**config.mk**
```make
export PLATFORM = sky130hd
export DESIGN_NAME = gray_position_tracker
export DESIGN_NICKNAME = d
export VERILOG_FILES = /design/src/rtl/gray_position_tracker.sv
export SDC_FILE = /design/constraint.sdc
export NUM_CORES = 1
export LEC_CHECK = 0
export BUFFER_PORTS_ARGS = -buffer_cell sky130_fd_sc_hd__buf_2
export CORE_UTILIZATION = 45
export DETAILED_ROUTE_END_ITERATION = 10
export GPL_ROUTABILITY_DRIVEN = 0
export PLACE_DENSITY_LB_ADDON = 0.25
export SLEW_MARGIN = 20
export SYNTH_ARGS = -nofsm -noshare
export SYNTH_HDL_FRONTEND = slang
export SYNTH_SLANG_ARGS = --single-unit
```
**constraint.sdc**
```tcl
create_clock -name clk -period 6.1 [get_ports clk]
set_input_delay 0.915 -clock clk [delete_from_list [all_inputs] [get_ports clk]]
set_output_delay 0.915 -clock clk [all_outputs]
set_load 0.01 [all_outputs]
```
**src/rtl/gray_position_tracker.sv**
```systemverilog
// Gray-coded position input: two-flop synchronizer, Gray-to-binary decode,
// up/down/illegal step classification, signed position and error counters.
module gray_position_tracker #(
  parameter int W     = 4,
  parameter int POS_W = 16
) (
  input  logic             clk,
  input  logic             rst_n,
  input  logic [W-1:0]     gray_in,
  input  logic             clr,
  output logic [W-1:0]     bin_out,
  output logic [POS_W-1:0] pos,
  output logic             step_valid,
  output logic             step_dir,
  output logic             err,
  output logic [7:0]       err_cnt
);

  localparam logic [0:0] FILL  = 1'b0;
  localparam logic [0:0] TRACK = 1'b1;

  localparam logic [W-1:0] D_UP = W'(1);
  localparam logic [W-1:0] D_DN = {W{1'b1}};

  logic [W-1:0] s1;
  logic [W-1:0] s2;
  logic [W-1:0] b;
  logic [W-1:0] d;
  logic [0:0]   state;
  logic [1:0]   fill_cnt;
  logic         is_up;
  logic         is_dn;
  logic         is_bad;

  always_ff @(posedge clk or negedge rst_n) begin
    if (!rst_n) begin
      s1 <= '0;
      s2 <= '0;
    end else begin
      s1 <= gray_in;
      s2 <= s1;
    end
  end

  // Each binary bit is the XOR of all Gray bits at or above it.
  always_comb begin
    b = '0;
    for (int i = 0; i < W; i++) begin
      b[i] = ^(s2 >> i);
    end
  end

  assign d = b - bin_out;

  always_comb begin
    is_up  = 1'b0;
    is_dn  = 1'b0;
    is_bad = 1'b0;
    unique case (1'b1)
      (d == '0):   ;
      (d == D_UP): is_up = 1'b1;
      (d == D_DN): is_dn = 1'b1;
      default:     is_bad = 1'b1;
    endcase
  end

  always_ff @(posedge clk or negedge rst_n) begin
    if (!rst_n) begin
      state    <= FILL;
      fill_cnt <= 2'd0;
    end else if (state == FILL) begin
      fill_cnt <= fill_cnt + 2'd1;
      if (fill_cnt == 2'd2) begin
        state <= TRACK;
      end
    end
  end

  always_ff @(posedge clk or negedge rst_n) begin
    if (!rst_n) begin
      bin_out    <= '0;
      step_valid <= 1'b0;
      step_dir   <= 1'b0;
      err        <= 1'b0;
    end else begin
      bin_out    <= b;
      step_valid <= 1'b0;
      err        <= 1'b0;
      if (state == TRACK) begin
        step_valid <= is_up | is_dn;
        err        <= is_bad;
        if (is_up) begin
          step_dir <= 1'b1;
        end else if (is_dn) begin
          step_dir <= 1'b0;
        end
      end
    end
  end

  // clr wins over any same-cycle count update.
  always_ff @(posedge clk or negedge rst_n) begin
    if (!rst_n) begin
      pos     <= '0;
      err_cnt <= 8'd0;
    end else if (clr) begin
      pos     <= '0;
      err_cnt <= 8'd0;
    end else if (state == TRACK) begin
      if (is_up) begin
        pos <= pos + POS_W'(1);
      end else if (is_dn) begin
        pos <= pos - POS_W'(1);
      end
      if (is_bad && err_cnt != 8'hFF) begin
        err_cnt <= err_cnt + 8'd1;
      end
    end
  end

endmodule

```
==> results by group, run 1 <==
Yosys
  – Synth unique cells: 56
  – Simple-gate area share of the yosys netlist: 0.190
  – Post-synth EDFFs: 0
  – Post-synthesis compound-gate area fraction: 0.160
  – Post-synth ARST share: 1.00
  – Post-synthesis mux area share: 0.0237
  – Synth Net Count: 295
  – Synth Warn #: 0
  – Post-Syn Instances: 265
  – Post-Syn Area per Cell: 9.77 um2
  – FF+latch count, synth: 42
  – Top FF cell, synth: dfrtp_1
  – Area of the mapped netlist: approximately 2600 um2
  – Sequential cell area fraction in the yosys report: 0.406
  – Adder-cell share of the synthesized area: 0.117
  – Combinational family with the most area after synthesis: simple AND/OR/NAND/NOR gates
  – Xor and xnor fraction of the mapped netlist area: 0.0734

Critical path
  – Setup crit end kind: flop
  – Worst r2r dst: pos[15]
  – CP startpoint kind: flop
  – R2R Setup Slk: 1.06 ns
  – Reg2reg start: s2[3]
  – Crit path max fanout: 17
  – CP required: about 6.3 ns
  – Reg2reg path depth: 15
  – WS Path Type: reg2reg
  – Worst Setup SP: s2[3]
  – Worst path arrival time: 5.24 ns

STA
  – Max Slew Vio Count: 0
  – Setup TNS: 0 ns
  – Final worst path period share: 0.827
  – Setup ws final: 1.06 ns
  – Setup Skew: 0.0110 ns
  – Maximum clock rate: 198 MHz
  – Final setup viols: 0
  – Minimum clock period: 5.04 ns
  – RSZ-0062 raised after global routing: no
  – Endpoints failing hold: 0
  – Slew @ Worst Pin: 0.917 ns
  – Slew HR: 0.389

Flow run
  – Max_cap viols: 0

Route
  – Post-DRT Antenna Nets: 0
  – DR vias/cell: 5.39
  – DRT iter0 DRCs: 107
  – Post-detailed-route wirelength per cell: 13.6 um
  – Vias after detailed routing: just over 2000
  – Pre-antenna DRT Iters: 4
  – Total wire length: 5100 um
  – DRC: 0

Clocking
  – Post-cts hold buffer count: 0
  – Post-cts sizing count: 0
  – Root Buffer Master: clkbuf_8
  – Max Buffers Root-to-Sink: 2
  – Worst skew pair latency: 0.31 ns
  – Post-CTS setup buffers: 0
  – H-tree levels: 2
  – TritonCTS clock tree: yes
  – Clock sink count: 42
  – CTS clk-pin slew, worst paths: 0.09 ns
  – Num CTS Buffers: 5

Outcome
  – Status: finished clean

Pwr
  – Reg power frac: 0.230
  – Clock share of power: 0.107
  – Comb pwr share: 0.663
  – Sw Share: 0.466
  – Total power draw: 0.00176 W
  – Pwr dens: 606 nW/um2
  – Internal power: approximately 0.00094 W
  – VDD IR max: ~0.30 mV
  – Pleak: 1.42 nW
  – Switching pwr: 0.000821 W

Place
  – Final HPWL DP: between 3000 and 4000 um
  – Placed Cells: 366
  – Pre-CTS WS: roughly 1.1 ns
  – I/O Buffers: 37

Cells and area
  – Ant. Diodes: 0
  – Final #Nets: 331
  – Layout cells sized above 1: 0.199
  – Layout area overhead: 12.4%
  – Final Non-Filler Cells: 374

Global routing
  – Total GRT Usage: 0.189
  – Largest net degree at the start of global routing: 43
  – First-pass GRT wire length: around 9100 um
  – Grt total ovfl: 0
  – Vias in the first global route: between 2000 and 2500
  – Initial antenna violation count: 0

Floorplan
  – Die outline width: 77.9 um
  – IO Count: 38
  – Initial core utilization: 0.467
  – Rows: 27
  – Placeable Area: 5540 um2
  – Die Footprint: between 6000 and 7000 um2
  – Die Ht: 77.9 um

Worst hold path
  – Class of the worst hold path: reg2reg
  – Hold Crit Depth: 0
  – Hold EP: s2[3]
  – HP Start: s1[3]
-- cell usage in the layout, fill, tap and decap left out, types with 2 or more instances in the layout --
cell        netlist  final
a211oi_1          5      5
a21o_1            6      6
a21oi_1          24     24
a31oi_1           3      3
and2b_1           2      2
and3_1            4      4
and4_1            2      2
and4_4            2      2
buf_2             2     37
clkbuf_8          0      5
clkinvlp_4        0      2
dfrtp_1          42     42
fa_1              2      2
ha_1             21     21
inv_1             7      7
mux2_4            2      2
mux2i_1           2      2
nand2_1          29     29
nand2b_1          3      3
nand3_1          10     10
nand3b_1          2      2
nand4_1           4      4
nor2_1           21     21
nor2b_1           3      3
nor3_1            3      3
o21ai_0           9      9
o31ai_1           2      2
or3_1             4      4
xnor2_1          10     10
xor2_1            8      8
-- Yosys cell counts, drive strengths merged, types with 3 or more instances --
master	instances	area (um2)
xnor2	11	104
inv	8	30.0
and3	5	32.5
and4	4	40.0
nand3	10	50.1
a21o	6	45.0
nand2	29	109
or3	4	25.0
xor2	9	86.3
clkbuf	3	11.3
nor2b	3	18.8
a31oi	3	18.8
nor3	4	25.0
nand2b	3	18.8
a211oi	6	50.1
nor2	21	78.8
o21ai	10	50.0
mux2	3	41.3
ha	21	263
nand4	4	25.0
a21oi	25	129
dfrtp	42	1050
buf	5	36.3
-- flip-flops by register name, indices dropped and copies added (netlist names) --
| signal | flops |
|---|---|
| err | 1 |
| step_dir | 1 |
| err_cnt | 8 |
| bin_out | 4 |
| state | 1 |
| fill_cnt | 2 |
| s1 | 4 |
| s2 | 4 |
| step_valid | 1 |
| pos | 16 |
-- through the flow --
| stage | hold slack (ns) | util | area, um2 |
|---|---|---|---|
| finish | 0.355 | 0.525 | 2910 |
| global route | 0.365 | 0.525 | 2910 |
| CTS | 0.358 | 0.525 | 2910 |
| detailed placement | 0.336 | 0.509 | 2820 |
| global placement | 0.333 | 0.509 | 2820 |
| floorplan | 0.331 | - | 2590 |
-- kinds of logic (layout without fill, tap and decap cells) --
logic type	count (synthesis)	after routing
adder cells (fa/ha/maj)	23	23
buffers and inverters	16	53
AO/OA/AOI/OAI	64	64
multiplexers	5	5
AND/OR/NAND/NOR	95	95
flip-flops	42	42
XOR/XNOR	20	20
-- per-layer routing --
metal	vias to the layer above	part of all wire	global-route usage
met3	5	0.028	0.0294
met1	950	0.50	0.241
met5	-	0	0
li1	1028	-	-
met4	0	0.015	0.0792
met2	33	0.46	0.319
-- worst max-delay path by stage --
| stage | endpoint | slack, ns | cells after the start |
|---|---|---|---|
| 6_report | pos[15] | 1.06 | 15 |
| 5_1_grt | pos[15] | 0.63 | 15 |
| 4_1_cts | pos[15] | 1.04 | 15 |
| 3_5_place_dp | pos[15] | 1.10 | 15 |
| 3_3_place_gp | pos[15] | 1.23 | 15 |
| 2_1_floorplan | pos[15] | 1.63 | 15 |
-- cell type report --
| cell class | count | area (um2) |
|---|---|---|
| fillers | 538 | 2630 |
| multi-input cells | 207 | 1460 |
| flip-flops and latches | 42 | 1050 |
| repair buffers | 37 | 185 |
| well taps | 72 | 90.1 |
| clock buffers | 5 | 68.8 |
| inverters | 8 | 30.0 |
| clock inverters | 3 | 23.8 |
-- critical path, cell delays in order (launching register included) --
cell and delay, ns:
dfrtp_1 0.44, xor2_1 0.29, xnor2_1 0.24, xor2_1 0.15, ha_1 0.24, fa_1 0.41
xor2_2 0.26, nand4b_1 0.27, nand2b_1 0.58, ha_1 0.59, a21oi_1 0.09, o21ai_0 0.37
o311ai_1 0.18, a31oi_1 0.25, mux2i_1 0.22, mux2_1 0.33
-- power by group through the flow --
| stage | sequential, W | combinational, W | clock, W |
|---|---|---|---|
| 2_1_floorplan | 0.000436 | 0.000893 | 0 |
| 3_3_place_gp | 0.000412 | 0.00115 | 0 |
| 3_5_place_dp | 0.000412 | 0.00115 | 0 |
| 4_1_cts | 0.000407 | 0.00117 | 0.000195 |
| 5_1_grt | 0.000416 | 0.00132 | 0.000204 |
| 6_report | 0.000405 | 0.00117 | 0.000188 |
(Power assumes the default switching activity.)
==> inputs of run 2 (changes only) <==
Clock period 6.1 ns to 4.9 ns, I/O delays scaled along.
==> run 2 against run 1 <==
Final area rose by 0.52%. Power rose by 25%. Core utilization rose by 0.27 points. Hold slack improved by 0.0015 ns. Critical endpoint unchanged. Largest cell class unchanged. Largest power group unchanged.
==> results by group, run 2 (same netlist as run 1, synthesis figures left out) <==
Outcome
  – Status: finished clean (unchanged)

Global routing
  – Vias in the first global route: 1947 (was 2023)
  – Total GRT Usage: 0.193 (was 0.189)
  – First-pass GRT wire length: 9140 um (was 9110 um)
  – Largest net degree at the start of global routing: 43 (unchanged)
  – Initial antenna violation count: 0 (unchanged)
  – Grt total ovfl: 0 (unchanged)

Clocking
  – H-tree levels: 2 (unchanged)
  – CTS clk-pin slew, worst paths: 0.08 ns (was 0.09 ns)
  – Post-cts hold buffer count: 0 (unchanged)
  – Num CTS Buffers: 5 (unchanged)
  – Clock sink count: 42 (unchanged)
  – Post-cts sizing count: 0 (unchanged)
  – Root Buffer Master: clkbuf_8 (unchanged)
  – TritonCTS clock tree: yes (unchanged)
  – Worst skew pair latency: 0.31 ns (about the same)
  – Post-CTS setup buffers: 0 (unchanged)
  – Max Buffers Root-to-Sink: 2 (unchanged)

Route
  – DRT iter0 DRCs: 83 (was 107)
  – Post-detailed-route wirelength per cell: 13.8 um (was 13.6 um)
  – DRC: 0 (unchanged)
  – Post-DRT Antenna Nets: 0 (unchanged)
  – Pre-antenna DRT Iters: 4 (unchanged)
  – Vias after detailed routing: 2019 (was 2016)
  – DR vias/cell: 5.37 (was 5.39)
  – Total wire length: 5190 um (was 5100 um)

Critical path
  – CP startpoint kind: flop (unchanged)
  – Reg2reg path depth: 15 (unchanged)
  – WS Path Type: reg2reg (unchanged)
  – Worst path arrival time: 4.71 ns (was 5.24 ns)
  – Crit path max fanout: 12 (was 17)
  – Reg2reg start: s2[3] (unchanged)
  – Worst r2r dst: pos[15] (unchanged)
  – R2R Setup Slk: 0.38 ns (was 1.06 ns)
  – Setup crit end kind: flop (unchanged)
  – CP required: 5.10 ns (was 6.29 ns)

Cells and area
  – Layout area overhead: 12.9% (was 12.4%)
  – Final Non-Filler Cells: 376 (was 374)
  – FILL cells: 522 (was 538)
  – Ant. Diodes: 0 (unchanged)
  – Fin area: 2930 um2 (was 2910 um2)
  – Reg with most FFs: pos (unchanged)
  – Most common cell after layout, fill and taps aside: dfrtp_1 (unchanged)
  – Max reg flops: 16 (unchanged)
  – Layout cells sized above 1: 0.207 (was 0.199)
  – Final #Nets: 333 (was 331)
  – Commonest non-fill, non-tap cells in the layout: dfrtp_1, buf_2, nand2_1 (unchanged)
  – Top flop regs: pos x16, err_cnt x8 (unchanged)

Floorplan
  – Die outline width: 77.9 um (unchanged)
  – Die Footprint: 6060 um2 (unchanged)
  – Rows: 27 (unchanged)
  – Placeable Area: 5540 um2 (unchanged)
  – Initial core utilization: 0.467 (unchanged)
  – Die Ht: 77.9 um (unchanged)
  – IO Count: 38 (unchanged)

STA
  – WHS: 0.357 ns (was 0.355 ns)
  – Final worst path period share: 0.921 (was 0.827)
  – Maximum clock rate: 221 MHz (was 198 MHz)
  – RSZ-0062 raised after global routing: no (unchanged)
  – Setup Skew: 0.00488 ns (was 0.0110 ns)
  – Final setup viols: 0 (unchanged)
  – Slew HR: 0.391 (was 0.389)
  – Minimum clock period: 4.52 ns (was 5.04 ns)
  – Endpoints failing hold: 0 (unchanged)
  – Setup ws final: 0.385 ns (was 1.06 ns)
  – Setup TNS: 0 ns (unchanged)
  – Max Slew Vio Count: 0 (unchanged)
  – Slew @ Worst Pin: 0.914 ns (was 0.917 ns)

Pwr
  – Pleak: 1.44 nW (was 1.42 nW)
  – VDD IR max: 0.312 mV (was 0.296 mV)
  – Pwr dens: 753 nW/um2 (was 606 nW/um2)

Place
  – Pre-CTS WS: 0.279 ns (was 1.10 ns)
  – Placed Area: 2830 um2 (was 2820 um2)
  – Final HPWL DP: 3710 um (was 3620 um)
  – Placed Cells: 368 (was 366)
  – I/O Buffers: 37 (unchanged)

Worst hold path
  – Hold Crit Depth: 0 (unchanged)
  – HP Start: s1[3] (unchanged)
  – Class of the worst hold path: reg2reg (unchanged)
  – Hold EP: s2[3] (unchanged)

Flow run
  – Max_cap viols: 0 (unchanged)
==> run 2: cell count changes in the layout (fill, tap and decap cells not counted), sizes merged <==
cell / before / now
inv: 9 / 8
clkinvlp: 2 / 1
buf: 37 / 39
clkinv: 0 / 2
==> run 2: worst max-delay path by stage <==
| stage | slack (ns) | end | cells past startpoint | start |
|---|---|---|---|---|
| after floorplan | 0.43 | pos[15] | 15 | s2[3] |
| after global placement | 0.42 | pos[15] | 15 | s2[3] |
| after detailed placement | 0.28 | pos[15] | 15 | s2[3] |
| after CTS | 0.26 | pos[15] | 15 | s2[3] |
| after global routing | 0.08 | pos[15] | 15 | s2[3] |
| final | 0.38 | pos[15] | 15 | s2[3] |
==> run 2: layout make-up <==
| class | instances | area, um2 | area share |
|---|---|---|---|
| inverter | 8 | 30.0 | 0.0103 |
| clock inverter | 3 | 21.3 | 0.00727 |
| timing repair buffer | 39 | 200 | 0.0684 |
| tap | 72 | 90.1 | 0.0308 |
| multi-input combinational | 207 | 1460 | 0.500 |
| sequential | 42 | 1050 | 0.359 |
| clock buffer | 5 | 68.8 | 0.0235 |
==> run 2: worst max-delay path: stages, from the launching register on <==
cell and delay [ns]:
dfrtp_1 0.43, xor2_1 0.21, xnor2_1 0.34, xor2_1 0.15
ha_1 0.25, fa_1 0.41, xor2_2 0.25, nand4b_1 0.14
nand2b_2 0.33, ha_1 0.44, a21oi_1 0.10, o21ai_0 0.36
o311ai_1 0.19, a31oi_1 0.26, mux2i_1 0.23, mux2_1 0.33
==> run 2: power breakdown <==
group	switching, W	internal [W]
sequential	0.0000760	0.000431
combinational	0.000820	0.000647
clock	0.000128	0.000100
==> run 2: through the flow <==
stage | util | total power, W
2_1_floorplan | - | 0.00165
3_3_place_gp | 0.511 | 0.00195
3_5_place_dp | 0.511 | 0.00196
4_1_cts | 0.528 | 0.00221
5_1_grt | 0.528 | 0.00243
6_report | 0.528 | 0.00220
==> run 2: layer usage <==
layer / share of wire / global-route usage
met1: 0.49 / 0.248
met2: 0.46 / 0.319
met3: 0.034 / 0.0435
met4: 0.014 / 0.0660
met5: 0 / 0
==> inputs of run 3 (changes only) <==
Settings changed: GPL_TIMING_DRIVEN set to 0.
==> run 3 against run 2 <==
Critical endpoint unchanged. Sequential power barely moved. Critical path depth did not move. Largest cell class unchanged. Via count rose by 3.6%.
==> results by group, run 3 (same netlist as run 1, synthesis figures left out) <==
Flow run
  – Max_cap viols: 0 (unchanged)

STA
  – Maximum clock rate: 221 MHz (about the same)
  – Max Slew Vio Count: 0 (unchanged)
  – RSZ-0062 raised after global routing: no (unchanged)
  – Minimum clock period: 4.53 ns (was 4.52 ns)
  – Slew @ Worst Pin: 0.937 ns (was 0.914 ns)
  – Final setup viols: 0 (unchanged)
  – Setup Skew: 0.00763 ns (was 0.00488 ns)
  – Final worst path period share: 0.925 (was 0.921)
  – Endpoints failing hold: 0 (unchanged)
  – Slew HR: 0.376 (was 0.391)

Cells and area
  – Final #Nets: 343 (was 333)
  – Layout cells sized above 1: 0.236 (was 0.207)
  – Layout area overhead: 17.0% (was 12.9%)
  – Ant. Diodes: 0 (unchanged)
  – Reg with most FFs: pos (unchanged)
  – FILL cells: 512 (was 522)
  – Commonest non-fill, non-tap cells in the layout: dfrtp_1, buf_2, nand2_1 (unchanged)
  – Most common cell after layout, fill and taps aside: dfrtp_1 (unchanged)
  – Max reg flops: 16 (unchanged)
  – Top flop regs: pos x16, err_cnt x8 (unchanged)
  – Utilization after layout: 0.547 (was 0.528)

Pwr
  – Clock share of power: 0.101 (was 0.104)
  – Total power draw: 0.00227 W (was 0.00220 W)
  – Internal power: 0.00122 W (was 0.00118 W)
  – Switching pwr: 0.00105 W (was 0.00102 W)
  – Sw Share: 0.464 (was 0.465)
  – Pleak: 1.49 nW (was 1.44 nW)
  – VDD IR max: 0.429 mV (was 0.312 mV)
  – Pwr dens: 749 nW/um2 (was 753 nW/um2)
  – Reg power frac: 0.223 (was 0.230)
  – Comb pwr share: 0.675 (was 0.666)

Floorplan
  – Die Ht: 77.9 um (unchanged)
  – Die Footprint: 6060 um2 (unchanged)
  – Initial core utilization: 0.467 (unchanged)
  – Placeable Area: 5540 um2 (unchanged)
  – IO Count: 38 (unchanged)
  – Die outline width: 77.9 um (unchanged)
  – Rows: 27 (unchanged)

Route
  – Pre-antenna DRT Iters: 4 (unchanged)
  – Post-detailed-route wirelength per cell: 14.1 um (was 13.8 um)
  – DRC: 0 (unchanged)
  – Post-DRT Antenna Nets: 0 (unchanged)
  – DRT iter0 DRCs: 99 (was 83)
  – DR vias/cell: 5.42 (was 5.37)
  – Vias after detailed routing: 2091 (was 2019)
  – Total wire length: 5450 um (was 5190 um)

Worst hold path
  – Class of the worst hold path: reg2reg (unchanged)
  – Hold Crit Depth: 0 (unchanged)
  – Hold EP: s2[2] (was s2[3])
  – HP Start: s1[2] (was s1[3])

Critical path
  – Worst r2r dst: pos[15] (unchanged)
  – Reg2reg path depth: 15 (unchanged)
  – Setup crit end kind: flop (unchanged)
  – R2R Setup Slk: 0.37 ns (was 0.38 ns)
  – Crit path max fanout: 12 (unchanged)
  – CP startpoint kind: flop (unchanged)
  – CP max-delay cell: dfrtp_1 (was ha_1)
  – Worst path bufs/invs: 0 (unchanged)
  – WS Path Type: reg2reg (unchanged)
  – Worst path cell trace: xor2_2 > xnor2_2 > xor2_1 > ha_1 > fa_1 > xor2_2 > nand4b_1 > nand2b_4 > ha_1 > nand3_1 > nor3_4 > o311ai_2 > a31oi_1 > mux2i_1 > mux2_1 (was xor2_1 > xnor2_1 > xor2_1 > ha_1 > fa_1 > xor2_2 > nand4b_1 > nand2b_2 > ha_1 > a21oi_1 > o21ai_0 > o311ai_1 > a31oi_1 > mux2i_1 > mux2_1)
  – CP required: 5.09 ns (was 5.10 ns)
  – Reg2reg start: s2[3] (unchanged)
  – Family with the most delay on the worst path: adder cells (unchanged)
  – Worst path arrival time: 4.72 ns (was 4.71 ns)
  – Slowest stage delay, CP: 0.45 ns (was 0.44 ns)

Place
  – Final HPWL DP: 3880 um (was 3710 um)
  – I/O Buffers: 37 (unchanged)

Global routing
  – Grt total ovfl: 0 (unchanged)
  – First-pass GRT wire length: 9220 um (was 9140 um)
  – Initial antenna violation count: 0 (unchanged)
  – Total GRT Usage: 0.193 (about the same)
  – Largest net degree at the start of global routing: 43 (unchanged)
  – Vias in the first global route: 1978 (was 1947)

Clocking
  – Max Buffers Root-to-Sink: 2 (unchanged)
  – Clock sink count: 42 (unchanged)
  – H-tree levels: 2 (unchanged)
  – Num CTS Buffers: 5 (unchanged)
  – TritonCTS clock tree: yes (unchanged)
  – Root Buffer Master: clkbuf_8 (unchanged)
  – Worst skew pair latency: 0.30 ns (was 0.31 ns)
  – CTS clk-pin slew, worst paths: 0.09 ns (was 0.08 ns)

Outcome
  – Status: finished clean (unchanged)
-- run 3: through the flow --
step	cells	hold WS [ns]	worst slack (ns)	cell area (um2)	setup TNS, ns
2_1_floorplan	265	0.331	0.432	2590	0
3_5_place_dp	374	0.335	-0.445	2870	-0.889
4_1_cts	382	0.356	0.0573	2980	0
6_report	386	0.353	0.369	3030	0
3_3_place_gp	374	0.332	-0.302	2870	-0.302
5_1_grt	386	0.361	0.107	3030	0
-- run 3: worst max-delay path by stage --
stage | depth (start not counted) | endpoint | startpoint
6_report | 15 | pos[15] | s2[3]
5_1_grt | 15 | pos[15] | s2[3]
4_1_cts | 15 | pos[15] | s2[3]
3_5_place_dp | 15 | pos[15] | s2[3]
3_3_place_gp | 15 | pos[15] | s2[3]
2_1_floorplan | 15 | pos[15] | s2[3]
-- run 3: worst reg2reg max path: cells and delay by family (launching register included) --
family	cells	cell delay, ns
adders and majority gates	3	1.11
xor gates and xnor gates	4	0.87
muxes	2	0.58
AOI/OAI and AO/OA	2	0.45
and+or+nand+nor	4	0.96
DFF	1	0.45
-- run 3: power by group through the flow --
stage	clock network, W	registers (W)	logic, W
6_report	0.000230	0.000507	0.00153
5_1_grt	0.000251	0.000519	0.00171
4_1_cts	0.000240	0.000506	0.00150
3_5_place_dp	0	0.000511	0.00147
3_3_place_gp	0	0.000510	0.00144
2_1_floorplan	0	0.000543	0.00111
-- run 3: metal layers --
metal	track usage	routed length [um]	share of wire	vias up
met2	0.325	2570	0.47	34
met1	0.253	2650	0.49	1005
met4	0.0585	51	0.0094	0
li1	-	-	-	1047
met3	0.0329	173	0.032	5
met5	0	0	0	-
-- run 3: area by class of cell --
class / instances / area [um2] / share of cell area
Timing Repair Buffer: 41 / 215 / 0.0710
Buffer: 8 / 47.5 / 0.0157
Sequential cell: 42 / 1050 / 0.347
Tap cell: 72 / 90.1 / 0.0297
Multi-Input combinational cell: 207 / 1500 / 0.496
Clock inverter: 3 / 23.8 / 0.00785
Clock buffer: 5 / 68.8 / 0.0227
Inverter: 8 / 30.0 / 0.00991
-- run 3: timing repair --
item / in CTS / in global routing
gates resized for setup: 5 / 3
cloned: 0 / 0
pin swaps: 0 / 1
setup buffers: 0 / 4
hold buffers: 0 / 0
setup endpoints to repair: 6 / 1
